[src/rtl/serial_subtractor_if.sv]
// Handshake and operand/result bundle between a controlling FSM (master)
// and the bit-serial subtractor (slave).
interface serial_subtractor_if #(
  parameter int WIDTH = 8
);
  logic             start;
  logic [WIDTH-1:0] a;
  logic [WIDTH-1:0] b;
  logic             busy;
  logic             done;
  logic [WIDTH-1:0] diff;
  logic             borrow_out;
  logic             overflow;

  modport master (
    output start, a, b,
    input  busy, done, diff, borrow_out, overflow
  );

  modport slave (
    input  start, a, b,
    output busy, done, diff, borrow_out, overflow
  );
endinterface

[src/rtl/serial_subtractor.sv]
// Bit-serial a - b, LSB first, one full subtractor plus a borrow flip-flop.
// Result is valid from the done pulse until the next accepted start.
module serial_subtractor #(
  parameter int WIDTH = 8
) (
  input  logic               clk,
  input  logic               rst_n,
  serial_subtractor_if.slave sif
);

  localparam int CW = $clog2(WIDTH + 1);
  localparam logic [CW-1:0] LAST = CW'(WIDTH - 1);

  typedef enum logic {IDLE = 1'b0, RUN = 1'b1} state_t;

  state_t           state, state_n;
  logic [WIDTH-1:0] sa, sb, diff_q, diff_nxt;
  logic [CW-1:0]    cnt;
  logic             bf, a_msb, b_msb;
  logic             done_q, borrow_q, ovf_q;
  logic             accept, last, busy_o;
  logic             d, bo;

  // Half subtractor: {borrow, difference}
  function automatic logic [1:0] half_sub(input logic x, input logic y);
    half_sub = {~x & y, x ^ y};
  endfunction

  // Full subtractor as two cascaded half subtractors
  logic [1:0] hs1, hs2;
  always_comb begin
    hs1      = half_sub(sa[0], sb[0]);
    hs2      = half_sub(hs1[0], bf);
    d        = hs2[0];
    bo       = hs1[1] | hs2[1];
    diff_nxt = diff_q >> 1;
    diff_nxt[WIDTH-1] = d;
  end

  always_ff @(posedge clk or negedge rst_n) begin
    if (!rst_n) state <= IDLE;
    else        state <= state_n;
  end

  always_comb begin
    state_n = state;
    case (state)
      IDLE:    if (sif.start)   state_n = RUN;
      RUN:     if (cnt == LAST) state_n = IDLE;
      default: state_n = IDLE;
    endcase
  end

  always_comb begin
    accept = 1'b0;
    last   = 1'b0;
    busy_o = 1'b0;
    case (state)
      IDLE: accept = sif.start;
      RUN: begin
        busy_o = 1'b1;
        last   = (cnt == LAST);
      end
      default: ;
    endcase
  end

  always_ff @(posedge clk or negedge rst_n) begin
    if (!rst_n) begin
      sa       <= '0;
      sb       <= '0;
      diff_q   <= '0;
      cnt      <= '0;
      bf       <= 1'b0;
      a_msb    <= 1'b0;
      b_msb    <= 1'b0;
      done_q   <= 1'b0;
      borrow_q <= 1'b0;
      ovf_q    <= 1'b0;
    end else begin
      done_q <= 1'b0;
      if (accept) begin
        sa    <= sif.a;
        sb    <= sif.b;
        bf    <= 1'b0;
        cnt   <= '0;
        a_msb <= sif.a[WIDTH-1];
        b_msb <= sif.b[WIDTH-1];
      end else if (busy_o) begin
        sa     <= sa >> 1;
        sb     <= sb >> 1;
        diff_q <= diff_nxt;
        bf     <= bo;
        cnt    <= cnt + CW'(1);
        // The final d is the result MSB, so overflow is decided on this edge
        if (last) begin
          done_q   <= 1'b1;
          borrow_q <= bo;
          ovf_q    <= (a_msb != b_msb) && (d != a_msb);
        end
      end
    end
  end

  assign sif.busy       = busy_o;
  assign sif.done       = done_q;
  assign sif.diff       = diff_q;
  assign sif.borrow_out = borrow_q;
  assign sif.overflow   = ovf_q;

endmodule

[src/flat_wrapper.sv]
// flat-port wrapper written by rule: the top's interface ports become plain ports
module serial_subtractor_flat 
#(
  parameter int WIDTH = 8
)
  (clk, rst_n, sif_start, sif_a, sif_b, sif_busy, sif_done, sif_diff, sif_borrow_out, sif_overflow);
  serial_subtractor_if #(.WIDTH(WIDTH)) sif_i ();
  input  logic clk;
  input  logic rst_n;
  input wire logic [$bits(sif_i.start)-1:0] sif_start;
  input wire logic [$bits(sif_i.a)-1:0] sif_a;
  input wire logic [$bits(sif_i.b)-1:0] sif_b;
  output wire logic [$bits(sif_i.busy)-1:0] sif_busy;
  output wire logic [$bits(sif_i.done)-1:0] sif_done;
  output wire logic [$bits(sif_i.diff)-1:0] sif_diff;
  output wire logic [$bits(sif_i.borrow_out)-1:0] sif_borrow_out;
  output wire logic [$bits(sif_i.overflow)-1:0] sif_overflow;
  assign sif_i.start = sif_start;
  assign sif_i.a = sif_a;
  assign sif_i.b = sif_b;
  assign sif_busy = sif_i.busy;
  assign sif_done = sif_i.done;
  assign sif_diff = sif_i.diff;
  assign sif_borrow_out = sif_i.borrow_out;
  assign sif_overflow = sif_i.overflow;
  serial_subtractor #(.WIDTH(WIDTH)) u_core (.clk(clk), .rst_n(rst_n), .sif(sif_i));
endmodule
[config.mk]
export PLATFORM = sky130hd
export DESIGN_NAME = serial_subtractor_flat
export DESIGN_NICKNAME = d
export VERILOG_FILES = /design/src/rtl/serial_subtractor_if.sv /design/src/rtl/serial_subtractor.sv /design/src/flat_wrapper.sv
export SDC_FILE = /design/constraint.sdc
export NUM_CORES = 1
export LEC_CHECK = 0
export ABC_AREA = 1
export BUFFER_PORTS_ARGS = -buffer_cell sky130_fd_sc_hd__clkbuf_2
export CORE_AREA = 8 8 64 66
export CTS_CLUSTER_DIAMETER = 30
export DETAILED_ROUTE_END_ITERATION = 10
export DIE_AREA = 0 0 72 74
export GPL_TIMING_DRIVEN = 0
export PLACE_DENSITY = 0.85
export SLEW_MARGIN = 20
export SYNTH_ARGS = -nofsm -noshare
export SYNTH_HDL_FRONTEND = slang
export SYNTH_SLANG_ARGS = --single-unit
[constraint.sdc]
create_clock -name clk -period 1.84 [get_ports clk]
set_clock_uncertainty 0.15 [all_clocks]
set_input_delay 0.368 -clock clk [delete_from_list [all_inputs] [get_ports clk]]
set_output_delay 0.368 -clock clk [all_outputs]
set_load 0.1 [all_outputs]
==> impl_metrics.csv, run 1 <==
group,metric,value,unit
outcome,status,"completed",
critical_path,rr_worst_depth,7,
critical_path,crit_type,"reg2out",
critical_path,cp-start-kind,"register",
critical_path,reg2reg_from,"u_core.sb[0]",
layout,nets,231,
critical_path,startpoint,"u_core.sif.diff[7]",
critical_path,cp_num_cells,1,
synthesis,synth_edf_count,0,
cts,cts_tree,"done",
floorplanning,initial_core_util,49.9,%
detailed_routing,vias,1199,
timing,hold_violations,0,
synthesis,synth_top_flop_cell,"dfrtp_1",
floorplanning,die_area,5330,um^2
place,io_buffers,30,
grt,gr-total-overflow,0,
cts,cts_setup_buffers,0,
layout,final_layout_size_suffix_gt1_share,32.9,%
synthesis,synth-seq-cells,35,
place,dpl.hpwl,2310,um
synthesis,yosys_warnings,0,
grt,antenna_found_initial,0,
timing,fin_crit_sh,94.4,%
cts,cts_buffer_depth,2,
synthesis,ys_types,21,
cts,cts_resized,0,
synthesis,netlist_area,1590,um^2
timing,relSlewSlack,43.8,%
cts,clkLatencyLatePin,0.34,ns
layout,antenna_cells,0,
power,power_density,1960,nW/um^2
detailed_routing,drt-pass1-iter-count,5,
floorplanning,dieHeight,74,um
cts,htree_levels,2,
layout,layout_common_cells,"nand2_1 (68), dfrtp_1 (35), clkbuf_2 (30), inv_1 (14), nand2_2 (11)",
detailed_routing,avgViaCountPerCell,4.68,
critical_path,crit_buf_inv,1,
critical_path,critical-path-top-delay-family,"buffers and inverters",
grt,grt_pass1_vias,1266,
timing,period_minus_slack,1.74,ns
detailed_routing,drc,0,
power,ir_drop,0.680,mV
critical_path,worstPathArrival,1.22,ns
cts,postCtsHoldBufs,1,
place,place.gp.congestion,0.798,
worst_hold_path,hold_depth,3,
worst_hold_path,hold_path.class,"in2reg",
cts,cts-root-buf,"clkbuf_4",
floorplanning,num_rows,21,
layout,fin_cells,256,
timing,setup_viol,0,
run,max-cap-violations,0,
worst_hold_path,hp-start,"sif_b[2]",
floorplanning,core_area,3180,um^2
layout,final_common_cell,"nand2_1",
synthesis,syn_inst,172,
cts,cts_num_sinks,35,
synthesis,syn_avg_cell_area,9.22,um^2
critical_path,cp-end-kind,"output pin",
synthesis,synth_seq_area_share,55.2,%
timing,max_freq,576,MHz
grt,grt_max_degree,36,
detailed_routing,wl,3090,um
critical_path,crit_required,1.32,ns
detailed_routing,wl_per_cell,12.1,um
detailed_routing,first_iter_violations,127,
timing,finalMaxSlewViolations,0,
floorplanning,die_x,72,um
cts,numCtsBuffers,5,
grt,grt_pass1_wl,5580,um
place,place_inst,248,
cts,path_clk_slew,0.11,ns
detailed_routing,ant_nets,0,
timing,tightest_slew,0.843,ns
critical_path,path_max_fanout,3,
floorplanning,io-pin-count,31,
critical_path,critPathSlowestCell,"clkbuf_2",
layout,areaGrowthSynthToFinish,17.3,%
power,p_leak,1.02,nW
critical_path,path_cells,"clkbuf_2",
timing,rsz0062_at_grt,"no",
critical_path,critPathMaxStageDelay,0.48,ns
grt,grt_use_total,13.5,%
synthesis,syn-num-nets,193,
timing,finalSetupTns,0,ns
synthesis,synthArstFlopShare,100,%
==> routing by layer <==
metal	global-route usage [%]	share of wire, %
met5	0	0
met2	21.8	48
met3	5.93	6.6
met1	15.9	44
met4	3.85	0.81
==> flip-flops by register name, summed over array words and instances, names as in the netlist <==
name / flops
u_core.sa: 8
u_core.sb: 8
u_core.sif.diff: 8
u_core.cnt: 4
u_core.a_msb: 1
u_core.b_msb: 1
u_core.bf: 1
u_core.sif.borrow_out: 1
u_core.sif.done: 1
u_core.sif.overflow: 1
u_core.state: 1
==> path summary, 6_finish.rpt <==
check,endpoint,slack (ns)
min in group asynchronous,u_core.sif.overflow,0.51
setup reg to reg,u_core.sif.overflow,0.33
hold reg to reg,u_core.sif.diff[0],0.33
hold / removal,u_core.sb[2],0.08
setup / recovery,sif_diff[7],0.10
max in group asynchronous,u_core.sa[7],0.50
==> power breakdown <==
| part | switching [W] | internal [W] | total, W | leakage (nW) |
|---|---|---|---|---|
| logic | 0.00147 | 0.000455 | 0.00193 | 0.533 |
| clock network | 0.000249 | 0.000177 | 0.000425 | 0.0341 |
| registers | 0.000202 | 0.00108 | 0.00129 | 0.448 |
| total | 0.00192 | 0.00171 | 0.00364 | 1.02 |
==> cell type report <==
| type | count | area (um^2) |
|---|---|---|
| fillers | 306 | 1320 |
| flip-flops and latches | 35 | 876 |
| multi-input cells | 115 | 596 |
| repair buffers | 31 | 160 |
| inverters | 16 | 60.1 |
| well taps | 46 | 57.6 |
| plain buffers | 6 | 53.8 |
| clock buffers | 6 | 51.3 |
| clock inverters | 1 | 5.00 |
==> stage by stage <==
step                      util [%]  cell area (um^2)  total power, W  hold WS (ns)  setup slack, ns
final                         58.5              1860         0.00364        0.0773            0.103
after global routing          58.5              1860         0.00391        0.0646           0.0498
after CTS                     58.5              1860         0.00368        0.0659           0.0757
after detailed placement      56.4              1790         0.00324         0.309            0.355
after global placement        56.4              1790         0.00318         0.303            0.357
after floorplan                  -              1590         0.00286       -0.0776           0.0613
==> Yosys cell counts (2+ instances only) <==
cell type	instances	area, um^2
dfrtp_1	35	876
buf_2	3	15.0
nand3_2	10	100
o21ai_1	2	10.0
o211ai_1	2	15.0
inv_2	2	7.51
nor2_1	3	11.3
nand2_2	11	68.8
nand2_1	68	255
o21ai_0	5	25.0
o22ai_1	3	18.8
nor2_4	2	22.5
nand3_1	5	25.0
inv_1	14	52.6
==> kinds of logic (layout without fill, tap and decap cells) <==
group                    after synthesis  in the layout  share of synthesized area, %
AND/OR/NAND/NOR                      100            100                          30.9
flip-flops                            35             35                          55.2
buffers and inverters                 22             60                          7.18
adder cells (fa/ha/maj)                2              2                          2.05
AO/OA/AOI/OAI                         13             13                          4.66
Note: power is estimated with default switching activity, not from simulation.
==> inputs of run 2 (changes only) <==
--- a/config.mk
+++ b/config.mk
@@ -5,14 +5,14 @@
 export SDC_FILE = /design/constraint.sdc
 export NUM_CORES = 1
 export LEC_CHECK = 0
-export ABC_AREA = 1
+export ABC_AREA = 0
 export BUFFER_PORTS_ARGS = -buffer_cell sky130_fd_sc_hd__clkbuf_2
-export CORE_AREA = 8 8 64 66
+export CORE_AREA = 8 8 63 65
 export CTS_CLUSTER_DIAMETER = 30
 export DETAILED_ROUTE_END_ITERATION = 10
-export DIE_AREA = 0 0 72 74
+export DIE_AREA = 0 0 71 73
 export GPL_TIMING_DRIVEN = 0
-export PLACE_DENSITY = 0.85
+export PLACE_DENSITY = 0.84
 export SLEW_MARGIN = 20
 export SYNTH_ARGS = -nofsm -noshare
 export SYNTH_HDL_FRONTEND = slang
==> run 2 against run 1 <==
- final cell count down 23%
- setup slack worse by 0.0023 ns
- via count down 11%
- cell area down 3.7%
- synthesized area down 5.4%
- register-to-register slack worse by 0.23 ns
==> impl_metrics.csv, run 2 <==
group,metric,value,unit
grt,grt_use_total,12.4,%
critical_path,cp-start-kind,"register",
timing,setup_viol,0,
worst_hold_path,worstHoldEndpoint,"u_core.b_msb",
floorplanning,num_rows,20,
worst_hold_path,hold_depth,2,
synthesis,synth_top_flop_cell,"dfrtp_1",
detailed_routing,drt-pass1-iter-count,4,
floorplanning,initial_core_util,50.8,%
floorplanning,die_x,71,um
synthesis,syn_avg_cell_area,11.9,um^2
grt,grt_pass1_vias,1138,
synthesis,ys_types,22,
place,io_buffers,29,
critical_path,reg2reg_from,"u_core.sb[0]",
grt,gr-total-overflow,0,
cts,cts_num_sinks,35,
synthesis,syn-num-nets,147,
synthesis,synth_edf_count,0,
synthesis,netlist_area,1500,um^2
cts,cts-root-buf,"clkbuf_4",
timing,hold_violations,0,
synthesis,yosys.area.top_type,"dfrtp_1",
place,dpl.hpwl,2140,um
critical_path,path_max_fanout,2,
synthesis,synth-seq-cells,35,
critical_path,rrSetupSlack,0.10,ns
timing,finalMaxSlewViolations,0,
detailed_routing,wl_per_cell,14.9,um
synthesis,synthDominantCellAreaShare,58.4,%
layout,final_layout_size_suffix_gt1_share,33.3,%
place,postPlaceCellArea,1690,um^2
floorplanning,dieHeight,73,um
synthesis,synth_seq_area_share,58.4,%
floorplanning,core_area,2950,um^2
cts,numCtsBuffers,5,
detailed_routing,wl,2950,um
synthesis,synth_common_cells,"dfrtp_1 (35), nand2_1 (18), o21ai_0 (18), mux2i_1 (17), mux2_2 (10)",
detailed_routing,avgViaCountPerCell,5.40,
cts,htree_levels,2,
place,place.gp.congestion,0.842,
timing,rsz0062_at_grt,"no",
timing,relSlewSlack,44.5,%
synthesis,syn_inst,126,
grt,grt_pass1_wl,4990,um
detailed_routing,first_iter_violations,35,
synthesis,synth.area.top_cells,"dfrtp_1 (58%), mux2i_1 (11%), mux2_2 (7.5%)",
timing,finalSetupTns,0,ns
detailed_routing,vias,1069,
layout,areaGrowthSynthToFinish,19.4,%
critical_path,worstPathArrival,1.85,ns
layout,nets,185,
detailed_routing,drc,0,
critical_path,crit_required,1.95,ns
layout,layout_common_cells,"dfrtp_1 (34), clkbuf_2 (29), nand2_1 (18), o21ai_0 (18), mux2i_1 (17)",
outcome,status,"completed",
cts,clkLatencyLatePin,0.33,ns
layout,antenna_cells,0,
run,max-cap-violations,0,
layout,final_common_cell,"dfrtp_1",
timing,tightest_slew,0.832,ns
cts,cts_buffer_depth,2,
grt,grt_max_degree,36,
cts,path_clk_slew,0.10,ns
critical_path,crit_type,"reg2reg",
worst_hold_path,hold_path.class,"in2reg",
critical_path,cp-end-kind,"register",
cts,cts_tree,"done",
detailed_routing,ant_nets,0,
timing,fin_crit_sh,94.5,%
layout,design_area,1790,um^2
critical_path,rr_worst_depth,4,
floorplanning,io-pin-count,31,
timing,period_minus_slack,1.74,ns
grt,antenna_found_initial,0,
critical_path,rr_endpoint,"u_core.sif.overflow",
synthesis,yosys_warnings,0,
worst_hold_path,hp-start,"sif_b[7]",
floorplanning,die_area,5180,um^2
synthesis,synthArstFlopShare,100,%
synthesis,post-synth-top-count-cell,"dfrtp_1",
timing,max_freq,575,MHz
==> run 2: cell count changes after synthesis, sizes merged, moves of 2 or more <==
cell,previous run,this run
o211ai,2,0
nand3,15,1
nand2,79,18
mux2,0,10
inv,16,4
clkbuf,0,3
mux2i,0,17
o22ai,3,0
o21ai,7,18
==> run 2: routing by layer <==
layer	share of wire (%)	global-route usage, %
met5	0	0
met3	4.2	2.75
met1	43	13.6
met4	3.2	9.47
met2	49	20.7
==> run 2: worst max path at each step <==
stage                       startpoint                  end  cells after the start
after floorplan           u_core.state   u_core.sif.diff[0]                      3
after global placement    u_core.sb[0]  u_core.sif.overflow                      4
after detailed placement  u_core.sb[0]  u_core.sif.overflow                      4
after CTS                    u_core.bf  u_core.sif.overflow                      4
after global routing      u_core.sb[0]  u_core.sif.overflow                      4
final                     u_core.sb[0]  u_core.sif.overflow                      4
==> run 2: repair_timing <==
item | in CTS | in global routing
endpoints found under the setup margin | 1 | 1
gates resized for setup | 0 | 3
pin swaps | 1 | 3
hold endpoints to repair | 35 | 0
buffers inserted | 1 | 0
hold buffers | 1 | 0
==> run 2: worst max-delay path, cell delays in order, from the launching register on <==
cell and delay [ns]:
dfrtp_1 0.36, inv_1 0.06, fa_1 0.53, or3b_4 0.43
a31oi_4 0.13
==> run 2: layout make-up <==
type | instances | area (um^2)
Tap cell | 33 | 41.3
Inverter | 4 | 15.0
Buffer | 8 | 45.0
Timing Repair Buffer | 31 | 163
Fill cell | 251 | 1160
Clock buffer | 8 | 68.8
Sequential cell | 35 | 877
Multi-Input combinational cell | 79 | 581
==> run 2: cells by family after synthesis <==
family / after synthesis / share of synthesized area [%]
xor+xnor: 2 / 1.17
fa+ha+maj: 2 / 2.17
compound gates: 20 / 7.01
mux: 27 / 18.9
simple gates: 28 / 8.35
buf+inv: 12 / 4.01
flops: 35 / 58.4
==> run 2: per-stage QoR <==
step,utilization (%),hold slack [ns],std cells,worst slack [ns]
after floorplan,-,-0.0776,126,0.129
after global placement,57.1,0.314,188,0.0775
after detailed placement,57.1,0.327,188,0.0144
after CTS,60.0,0.138,198,0.0289
after global routing,60.6,0.146,198,0.0124
final,60.6,0.154,198,0.100
Power of run 2 is left out: the tool's default activity adds up to more than one toggle a clock period on the data nets, which glitch-free logic cannot reach.
